===== config.mk =====
export PLATFORM = sky130hd
export DESIGN_NAME = fetch_stage_flat
export DESIGN_NICKNAME = d
export VERILOG_FILES = /design/src/rtl/fetch_stage_if.sv /design/src/rtl/fetch_stage.sv /design/src/flat_wrapper.sv
export SDC_FILE = /design/constraint.sdc
export NUM_CORES = 1
export LEC_CHECK = 0
export ABC_AREA = 1
export CAP_MARGIN = 15
export CORE_AREA = 2 2 150 115
export CTS_CLUSTER_DIAMETER = 200
export DETAILED_ROUTE_END_ITERATION = 7
export DIE_AREA = 0 0 152 117
export SLEW_MARGIN = 40
export SYNTH_ARGS = -nofsm -noshare
export SYNTH_HDL_FRONTEND = slang
export SYNTH_SLANG_ARGS = --single-unit

===== constraint.sdc =====
create_clock -name Clock -period 3.69 [get_ports Clock]
set_clock_uncertainty 0.1 [all_clocks]
set_input_delay 0.5535 -clock Clock [delete_from_list [all_inputs] [get_ports Clock]]
set_output_delay 0.5535 -clock Clock [all_outputs]
set_load 0.03 [all_outputs]

===== src/rtl/fetch_stage_if.sv =====
// Fetch-stage bus: control inputs, instruction-memory port and IF/ID register outputs.
// master = fetch stage, slave = surrounding pipeline / memory / testbench.
interface fetch_stage_if;
  logic        Stall;
  logic        Branch_Taken;
  logic [15:0] Branch_Target;
  logic        Halt;
  logic [15:0] IM_Data;
  logic [15:0] Input_Address;
  logic [15:0] IF_ID_Instruction;
  logic [15:0] IF_ID_PC;
  logic [15:0] IF_ID_PC_Plus2;
  logic        IF_ID_Valid;
  logic        Align_Error;
  logic [15:0] Fetch_Count;

  modport master (
    input  Stall, Branch_Taken, Branch_Target, Halt, IM_Data,
    output Input_Address, IF_ID_Instruction, IF_ID_PC, IF_ID_PC_Plus2,
           IF_ID_Valid, Align_Error, Fetch_Count
  );

  modport slave (
    output Stall, Branch_Taken, Branch_Target, Halt, IM_Data,
    input  Input_Address, IF_ID_Instruction, IF_ID_PC, IF_ID_PC_Plus2,
           IF_ID_Valid, Align_Error, Fetch_Count
  );
endinterface


===== src/rtl/fetch_stage.sv =====
// Instruction fetch stage: PC register, combinational IM address, IF/ID capture
// with stall, branch redirect (1-bubble squash) and halt.
module fetch_stage #(
  parameter logic [15:0] RESET_PC = 16'h0000,
  parameter logic [15:0] PC_STEP  = 16'd2
) (
  input  logic          Clock,
  input  logic          Reset,
  fetch_stage_if.master bus
);

  typedef enum logic [1:0] {BOOT, FETCH, HALTED} state_t;

  state_t      r_state, w_state_nxt;
  logic [15:0] r_pc,     w_pc_nxt;
  logic [15:0] r_instr,  w_instr_nxt;
  logic [15:0] r_if_pc,  w_if_pc_nxt;
  logic [15:0] r_if_pc2, w_if_pc2_nxt;
  logic        r_valid,  w_valid_nxt;
  logic        r_align,  w_align_nxt;
  logic [15:0] r_count,  w_count_nxt;
  logic [15:0] w_pc_inc;

  assign w_pc_inc = r_pc + PC_STEP;

  always_ff @(posedge Clock or posedge Reset) begin
    if (Reset) r_state <= BOOT;
    else       r_state <= w_state_nxt;
  end

  always_comb begin
    w_state_nxt  = r_state;
    w_pc_nxt     = r_pc;
    w_instr_nxt  = r_instr;
    w_if_pc_nxt  = r_if_pc;
    w_if_pc2_nxt = r_if_pc2;
    w_valid_nxt  = r_valid;
    w_align_nxt  = r_align;
    w_count_nxt  = r_count;
    case (r_state)
      BOOT: begin
        // One idle cycle out of reset; only Halt is honoured here.
        w_state_nxt = bus.Halt ? HALTED : FETCH;
        w_valid_nxt = 1'b0;
      end
      FETCH: begin
        if (bus.Halt) begin
          w_state_nxt = HALTED;
          w_valid_nxt = 1'b0;
        end else if (bus.Branch_Taken) begin
          // Redirect wins over Stall; the instruction fetched this cycle is wrong-path.
          w_pc_nxt    = {bus.Branch_Target[15:1], 1'b0};
          w_valid_nxt = 1'b0;
          if (bus.Branch_Target[0]) w_align_nxt = 1'b1;
        end else if (!bus.Stall) begin
          w_instr_nxt  = bus.IM_Data;
          w_if_pc_nxt  = r_pc;
          w_if_pc2_nxt = w_pc_inc;
          w_valid_nxt  = 1'b1;
          w_pc_nxt     = w_pc_inc;
          w_count_nxt  = r_count + 16'd1;
        end
      end
      HALTED: begin
        w_valid_nxt = 1'b0;
      end
      default: begin
        w_state_nxt = BOOT;
        w_valid_nxt = 1'b0;
      end
    endcase
  end

  always_ff @(posedge Clock or posedge Reset) begin
    if (Reset) begin
      r_pc     <= RESET_PC;
      r_instr  <= 16'h0000;
      r_if_pc  <= 16'h0000;
      r_if_pc2 <= 16'h0000;
      r_valid  <= 1'b0;
      r_align  <= 1'b0;
      r_count  <= 16'h0000;
    end else begin
      r_pc     <= w_pc_nxt;
      r_instr  <= w_instr_nxt;
      r_if_pc  <= w_if_pc_nxt;
      r_if_pc2 <= w_if_pc2_nxt;
      r_valid  <= w_valid_nxt;
      r_align  <= w_align_nxt;
      r_count  <= w_count_nxt;
    end
  end

  assign bus.Input_Address     = r_pc;
  assign bus.IF_ID_Instruction = r_instr;
  assign bus.IF_ID_PC          = r_if_pc;
  assign bus.IF_ID_PC_Plus2    = r_if_pc2;
  assign bus.IF_ID_Valid       = r_valid;
  assign bus.Align_Error       = r_align;
  assign bus.Fetch_Count       = r_count;

endmodule

===== src/flat_wrapper.sv =====
// flat-port wrapper written by rule: the top's interface ports become plain ports
module fetch_stage_flat 
#(
  parameter logic [15:0] RESET_PC = 16'h0000,
  parameter logic [15:0] PC_STEP  = 16'd2
)
  (Clock, Reset, bus_Stall, bus_Branch_Taken, bus_Branch_Target, bus_Halt, bus_IM_Data, bus_Input_Address, bus_IF_ID_Instruction, bus_IF_ID_PC, bus_IF_ID_PC_Plus2, bus_IF_ID_Valid, bus_Align_Error, bus_Fetch_Count);
  fetch_stage_if bus_i ();
  input  logic Clock;
  input  logic Reset;
  input wire logic [$bits(bus_i.Stall)-1:0] bus_Stall;
  input wire logic [$bits(bus_i.Branch_Taken)-1:0] bus_Branch_Taken;
  input wire logic [$bits(bus_i.Branch_Target)-1:0] bus_Branch_Target;
  input wire logic [$bits(bus_i.Halt)-1:0] bus_Halt;
  input wire logic [$bits(bus_i.IM_Data)-1:0] bus_IM_Data;
  output wire logic [$bits(bus_i.Input_Address)-1:0] bus_Input_Address;
  output wire logic [$bits(bus_i.IF_ID_Instruction)-1:0] bus_IF_ID_Instruction;
  output wire logic [$bits(bus_i.IF_ID_PC)-1:0] bus_IF_ID_PC;
  output wire logic [$bits(bus_i.IF_ID_PC_Plus2)-1:0] bus_IF_ID_PC_Plus2;
  output wire logic [$bits(bus_i.IF_ID_Valid)-1:0] bus_IF_ID_Valid;
  output wire logic [$bits(bus_i.Align_Error)-1:0] bus_Align_Error;
  output wire logic [$bits(bus_i.Fetch_Count)-1:0] bus_Fetch_Count;
  assign bus_i.Stall = bus_Stall;
  assign bus_i.Branch_Taken = bus_Branch_Taken;
  assign bus_i.Branch_Target = bus_Branch_Target;
  assign bus_i.Halt = bus_Halt;
  assign bus_i.IM_Data = bus_IM_Data;
  assign bus_Input_Address = bus_i.Input_Address;
  assign bus_IF_ID_Instruction = bus_i.IF_ID_Instruction;
  assign bus_IF_ID_PC = bus_i.IF_ID_PC;
  assign bus_IF_ID_PC_Plus2 = bus_i.IF_ID_PC_Plus2;
  assign bus_IF_ID_Valid = bus_i.IF_ID_Valid;
  assign bus_Align_Error = bus_i.Align_Error;
  assign bus_Fetch_Count = bus_i.Fetch_Count;
  fetch_stage #(.RESET_PC(RESET_PC), .PC_STEP(PC_STEP)) u_core (.Clock(Clock), .Reset(Reset), .bus(bus_i));
endmodule

==> results.sh, run 1 <==
export IMPL_finalSetupViolCount=0
export IMPL_synth_compound_area_share_pct=6.39
export IMPL_final_area_mm2=0.00555
export IMPL_dieWidth_um=152
export IMPL_synth_seq_area_share_pct=52.5
export IMPL_grt_pass1_wl_mm=17.8
export IMPL_clock_path_buffers=2
export IMPL_worstPathRequired_ps=3820
export IMPL_vias_per_cell=4.15
export IMPL_synth_top_cell_area_share_pct=52.5
export IMPL_core_area_mm2=0.0165
export IMPL_yosysWarnings=0
export IMPL_yosys_area_share_adder_pct=0.649
export IMPL_hold_viol=0
export IMPL_pre_cts_slack_ps=778
export IMPL_synth_area_leaders="dfrtp_1, nand2_1, nor2_1"
export IMPL_synth_top_cell_by_area="dfrtp_1"
export IMPL_htree_num_levels=3
export IMPL_syn_area_mm2=0.00386
export IMPL_leakagePower_nw=2.60
export IMPL_die_height_um=117
export IMPL_rows=41
export IMPL_combPwrFrac_pct=25.0
export IMPL_rsz0062_at_grt="no"
export IMPL_power_density_mw_per_mm2=511
export IMPL_critPathCaptureType="register"
export IMPL_drt_iter0_drc=166
export IMPL_p_switching_mw=0.904
export IMPL_hold_ws_ps=378
export IMPL_dr_wl_met2_mm=4.56
export IMPL_peakVddDrop_mv=0.213
export IMPL_place_inst=795
export IMPL_cts_sinks=81
export IMPL_ctsResizeCount=0
export IMPL_yosys_area_share_simple_pct=30.8
export IMPL_wl_met1_mm=5.48
export IMPL_final_max_slew_violation_count=0
export IMPL_cap_violations=0
export IMPL_rr_startpoint="u_core.r_state[1]$_DFFE_PP0P_"
export IMPL_cts_tree="built"
export IMPL_dp_hpwl_mm=7.72
export IMPL_utilization_pct=33.7
export IMPL_criticalPathCategory="input port to register"
export IMPL_worstHoldPathType="register to register"
export IMPL_worst_slack_ps=1150
export IMPL_grt_ovfl_total=0
export IMPL_status="complete, no violations"
export IMPL_period_share_pct=68.7
export IMPL_synth_xor_xnor_area_share_pct=3.18
export IMPL_detail_route_antenna_nets=0
export IMPL_wire_per_inst_um=13.3
export IMPL_antenna_found_initial=0
export IMPL_ys_seq_elements=81
export IMPL_routed_wl_met3_um=633
export IMPL_port_buffers=115
export IMPL_cts_buffers_inserted=9
export IMPL_io_pin_count=119
export IMPL_dr_pass1_iters=4
export IMPL_min_from="u_core.bus.IF_ID_PC_Plus2[14]$_DFFE_PP0P_"
export IMPL_synth_cells=479
export IMPL_clk_pin_slew_ps=60
export IMPL_fin_setup_tns_ps=0
export IMPL_dieArea_mm2=0.0178
export IMPL_syn_area_per_cell_um2=8.06
export IMPL_routed_wl_mm=10.8
export IMPL_remaining_drc_errors=0
export IMPL_setup_worst_path_start="bus_Branch_Taken"
export IMPL_vias=3365
export IMPL_track_usage_pct=12.9
export IMPL_place_congestion=0.791
export IMPL_crit_arrival_ps=2670
export IMPL_nets=630
export IMPL_grt_pass1_vias=3400
export IMPL_startpoint_type="input port"
export IMPL_power_mw=2.83
export IMPL_switching_share_pct=31.9
export IMPL_r2r_cells=6
export IMPL_slew_limit_headroom_pct=64.9
export IMPL_dpl_cell_area_mm2=0.00520
export IMPL_max_freq_mhz=394
export IMPL_synth_mux_area_share_pct=0
export IMPL_synth_top_family_by_area="simple AND/OR/NAND/NOR gates"
export IMPL_cts_hold_buffers_added=0
export IMPL_synth_distinct_cells=29
export IMPL_fin_cells=811
export IMPL_start_util_pct=23.4
export IMPL_layout_min_cycle_time_ps=2540
export IMPL_clk_latency_ps=340
export IMPL_cell_internal_pwr_mw=1.93
export IMPL_clkPwrFrac_pct=36.9
export IMPL_drive_gt1_share_pct=5.37
export IMPL_grt_max_degree=82
export IMPL_n_antenna_cell=0
export IMPL_crit_fanout=40
export IMPL_tightest_slew_ps=526
export IMPL_postCtsSetupBuffers=0
export IMPL_pwr_share_seq_pct=38.1
export IMPL_area_growth_pct=43.8
export IMPL_cts_root_buffer="clkbuf_16"
export IMPL_top_layer="met4"
export IMPL_hold_depth=2
## cell families (layout without fill, tap and decap cells)
group	after synthesis	after routing
XOR/XNOR	14	14
AND/OR/NAND/NOR	286	286
AO/OA/AOI/OAI	43	43
buffers and inverters	52	167
adder cells (fa/ha/maj)	2	2
flip-flops	81	81
other	1	3
## power groups by stage
stage               registers (mW)  clock network, mW  logic (mW)
finish                        1.08               1.05       0.709
global placement              1.10                  0       0.720
CTS                           1.08               1.08       0.719
floorplan                     1.24                  0       0.254
detailed placement            1.10                  0       0.718
global route                  1.10               1.12       0.772
## registers in the layout, indices dropped and copies added, names as in the netlist
name / count
u_core.bus.IF_ID_Instruction: 16
u_core.r_state: 2
u_core.bus.Input_Address: 15
u_core.bus.Align_Error: 1
u_core.bus.IF_ID_PC: 15
u_core.bus.IF_ID_PC_Plus2: 15
u_core.bus.Fetch_Count: 16
u_core.bus.IF_ID_Valid: 1
## layout by cell type (no fill, tap or decap)
cell type / instances
a21oi_1: 1
a21oi_4: 1
buf_12: 1
buf_4: 2
bufinv_16: 3
clkbuf_1: 1
clkbuf_16: 9
clkbuf_8: 1
clkdlybuf4s50_1: 115
clkinv_2: 3
clkinvlp_4: 1
conb_1: 3
dfrtp_1: 81
ha_1: 2
inv_1: 29
inv_2: 2
nand2_1: 191
nand2_4: 1
nand3_1: 28
nand3_4: 1
nand3b_2: 1
nand4_1: 9
nor2_1: 49
nor2_2: 3
nor2_4: 3
o211ai_1: 2
o21a_1: 4
o21ai_0: 31
o21ai_1: 1
o21bai_1: 1
o22ai_1: 2
xnor2_1: 7
xor2_1: 7
## cell usage after synthesis, drive strengths merged
master	count
nand3b	1
o21a	4
clkinv	1
a21oi	2
conb	1
o21bai	1
nand2	192
o22ai	2
o211ai	2
clkbuf	4
o21ai	32
dfrtp	81
xor2	7
buf	15
xnor2	7
nand3	29
nand4	9
nor2	55
ha	2
inv	32
## final cells by class
| type | instances | area (um2) |
|---|---|---|
| clock buffer | 11 | 243 |
| clock inverter | 5 | 103 |
| fill | 1721 | 10900 |
| inverter | 33 | 126 |
| multi-input combinational | 348 | 1600 |
| sequential | 81 | 2030 |
| tap | 215 | 269 |
| timing repair buffer | 118 | 1190 |
## final timing paths
kind / endpoint / slack [ps]
max in group asynchronous: u_core.bus.IF_ID_PC_Plus2[5]$_DFFE_PP0P_ / 2600
setup reg to reg: u_core.bus.IF_ID_PC_Plus2[9]$_DFFE_PP0P_ / 1510
setup / recovery: u_core.bus.IF_ID_PC_Plus2[8]$_DFFE_PP0P_ / 1150
hold reg to reg: u_core.bus.IF_ID_PC_Plus2[14]$_DFFE_PP0P_ / 380
min in group asynchronous: u_core.bus.Fetch_Count[4]$_DFFE_PP0P_ / 530
hold / removal: u_core.bus.IF_ID_PC_Plus2[14]$_DFFE_PP0P_ / 380
## routing by layer
| layer | up-vias | global-route usage [%] |
|---|---|---|
| li1 | 1727 | - |
| met1 | 1535 | 17.5 |
| met2 | 91 | 19.4 |
| met3 | 12 | 4.71 |
| met4 | 0 | 3.93 |
| met5 | - | 0 |
## critical path: stages
cell,delay [ps]
clkdlybuf4s50_1,640
nor2_4,80
nand3_4,350
clkinv_2,510
buf_4,350
o21a_1,180
Note: power is estimated with default switching activity, not from simulation.
==> run 2, diff against run 1 <==
==> constraint.sdc (replaced) <==
create_clock -name Clock -period 2.2 [get_ports Clock]
set_clock_uncertainty 0.1 [all_clocks]
set_input_delay 0.33 -clock Clock [delete_from_list [all_inputs] [get_ports Clock]]
set_output_delay 0.33 -clock Clock [all_outputs]
set_load 0.03 [all_outputs]
==> run 2 against run 1 <==
Net effect:
- first-iteration DRC count down 3.6%
- worst setup slack worse by 930 ps
- clock power up 43%
- critical endpoint is now bus_Input_Address[10]
- highest routed layer unchanged
- power rose by 59%
- die area unchanged
- largest power group unchanged
- cell count increased by 1.1%
- via count increased by 1.4%
- count of clock-buffer cells in the layout grew 3
- sequential power up 67%
- sequential cell count did not move
- largest cell class unchanged
- sequential share of layout area fell by 0.37 points
- non-clock buffer count is 9 higher
==> results.sh, run 2 (synthesis gave the netlist of run 1 again) <==
export IMPL_crit_arrival_ps=1550
export IMPL_antenna_found_initial=0
export IMPL_drive_gt1_share_pct=6.78
export IMPL_cap_violations=0
export IMPL_tightest_slew_ps=511
export IMPL_core_area_mm2=0.0165
export IMPL_port_buffers=115
export IMPL_dr_wl_met2_mm=4.68
export IMPL_ctsResizeCount=0
export IMPL_cts_sinks=81
export IMPL_slew_limit_headroom_pct=65.8
export IMPL_vias=3412
export IMPL_start_util_pct=23.4
export IMPL_power_density_mw_per_mm2=802
export IMPL_worstPathCellList="clkdlybuf4s50_1"
export IMPL_nets=639
export IMPL_layout_min_cycle_time_ps=1980
export IMPL_cp_slowest_cell="clkdlybuf4s50_1"
export IMPL_crit_fanout=7
export IMPL_power_mw=4.50
export IMPL_grt_ovfl_total=0
export IMPL_postCtsSetupBuffers=0
export IMPL_htree_num_levels=3
export IMPL_n_antenna_cell=0
export IMPL_status="complete, no violations"
export IMPL_detail_route_antenna_nets=0
export IMPL_clk_latency_ps=350
export IMPL_worstPathRequired_ps=1770
export IMPL_cts_root_buffer="clkbuf_16"
export IMPL_pre_cts_slack_ps=188
export IMPL_worstHoldPathType="input port to async pin"
export IMPL_vias_per_cell=4.16
export IMPL_worst_path_buf_inv=1
export IMPL_dp_hpwl_mm=8.07
export IMPL_slowest_delay_ps=730
export IMPL_rsz0062_at_grt="no"
export IMPL_leakagePower_nw=2.63
export IMPL_max_freq_mhz=505
export IMPL_routed_wl_mm=10.9
export IMPL_dr_pass1_iters=4
export IMPL_dieWidth_um=152
export IMPL_io_pin_count=119
export IMPL_crit_family="buffers and inverters"
export IMPL_criticalPathCategory="register to primary output"
export IMPL_rows=41
export IMPL_period_share_pct=90.0
export IMPL_track_usage_pct=12.7
export IMPL_cts_hold_buffers_added=0
export IMPL_r2r_slack_ps=510
export IMPL_critPathCaptureType="primary output"
export IMPL_wl_met1_mm=5.32
export IMPL_grt_max_degree=44
export IMPL_grt_pass1_vias=3203
export IMPL_worst_slack_ps=220
export IMPL_final_max_slew_violation_count=0
export IMPL_startpoint_type="register"
export IMPL_cts_tree="built"
export IMPL_top_layer="met4"
export IMPL_clock_path_buffers=2
export IMPL_fin_setup_tns_ps=0
export IMPL_die_height_um=117
export IMPL_peakVddDrop_mv=0.379
export IMPL_routed_wl_met3_um=734
export IMPL_drt_iter0_drc=160
export IMPL_final_cell_mix="nand2_1, clkdlybuf4s50_1, dfrtp_1"
export IMPL_clk_pin_slew_ps=60
export IMPL_multi_input_area_mm2=0.00160
export IMPL_seqCellArea_mm2=0.00203
export IMPL_area_growth_pct=45.3
export IMPL_hold_ws_ps=267
export IMPL_grt_pass1_wl_mm=17.3
export IMPL_remaining_drc_errors=0
export IMPL_layout_commonest_cell="nand2_1"
export IMPL_fill_cells=1726
export IMPL_hold_viol=0
export IMPL_dieArea_mm2=0.0178
export IMPL_finalSetupViolCount=0
export IMPL_cts_buffers_inserted=9
export IMPL_wire_per_inst_um=13.3
export IMPL_place_congestion=0.817
[run 2: changes by cell type in the layout (fill, tap and decap cells not counted)]
cell / change
clkbuf_8: +3
buf_12: +3
buf_4: +6
bufinv_16: -3
[run 2: cell type report]
| class | instances | area share (%) |
|---|---|---|
| Clock inverter | 2 | 0.179 |
| Timing Repair Buffer | 127 | 23.0 |
| Clock buffer | 14 | 5.07 |
| Multi-Input combinational cell | 348 | 28.5 |
| Tap cell | 215 | 4.80 |
| Sequential cell | 81 | 36.2 |
| Inverter | 33 | 2.30 |
[run 2: routing by layer]
layer	track usage (%)	vias to the layer above
li1	-	1751
met1	17.1	1559
met2	18.5	86
met3	4.97	16
met4	4.49	0
met5	0	-
[run 2: power breakdown]
part	internal, mW	switching [mW]
Clock	0.885	0.614
Sequential	1.64	0.165
Combinational	0.470	0.727
Total	2.99	1.51
[run 2: final timing paths]
| path | from | end | cells after the start |
|---|---|---|---|
| max in group asynchronous | Reset | u_core.bus.IF_ID_Instruction[10]$_DFFE_PP0P_ | 3 |
| setup reg to reg | u_core.bus.Input_Address[1]$_DFFE_PP0P_ | u_core.bus.Input_Address[7]$_DFFE_PP0P_ | 7 |
| hold reg to reg | u_core.bus.IF_ID_Instruction[3]$_DFFE_PP0P_ | u_core.bus.IF_ID_Instruction[3]$_DFFE_PP0P_ | 2 |
| setup / recovery | u_core.bus.Input_Address[10]$_DFFE_PP0P_ | bus_Input_Address[10] | 1 |
| hold / removal | Reset | u_core.bus.IF_ID_PC[7]$_DFFE_PP0P_ | 2 |
| min in group Clock | u_core.bus.IF_ID_Instruction[3]$_DFFE_PP0P_ | u_core.bus.IF_ID_Instruction[3]$_DFFE_PP0P_ | 2 |
[run 2: metrics by stage]
step | cells | instance area [um2] | util [%]
4_1_cts | 820 | 5610 | 34.0
3_3_place_gp | 804 | 5310 | 32.3
3_5_place_dp | 804 | 5310 | 32.3
2_1_floorplan | 481 | 3870 | -
5_1_grt | 820 | 5610 | 34.0
6_report | 820 | 5610 | 34.0
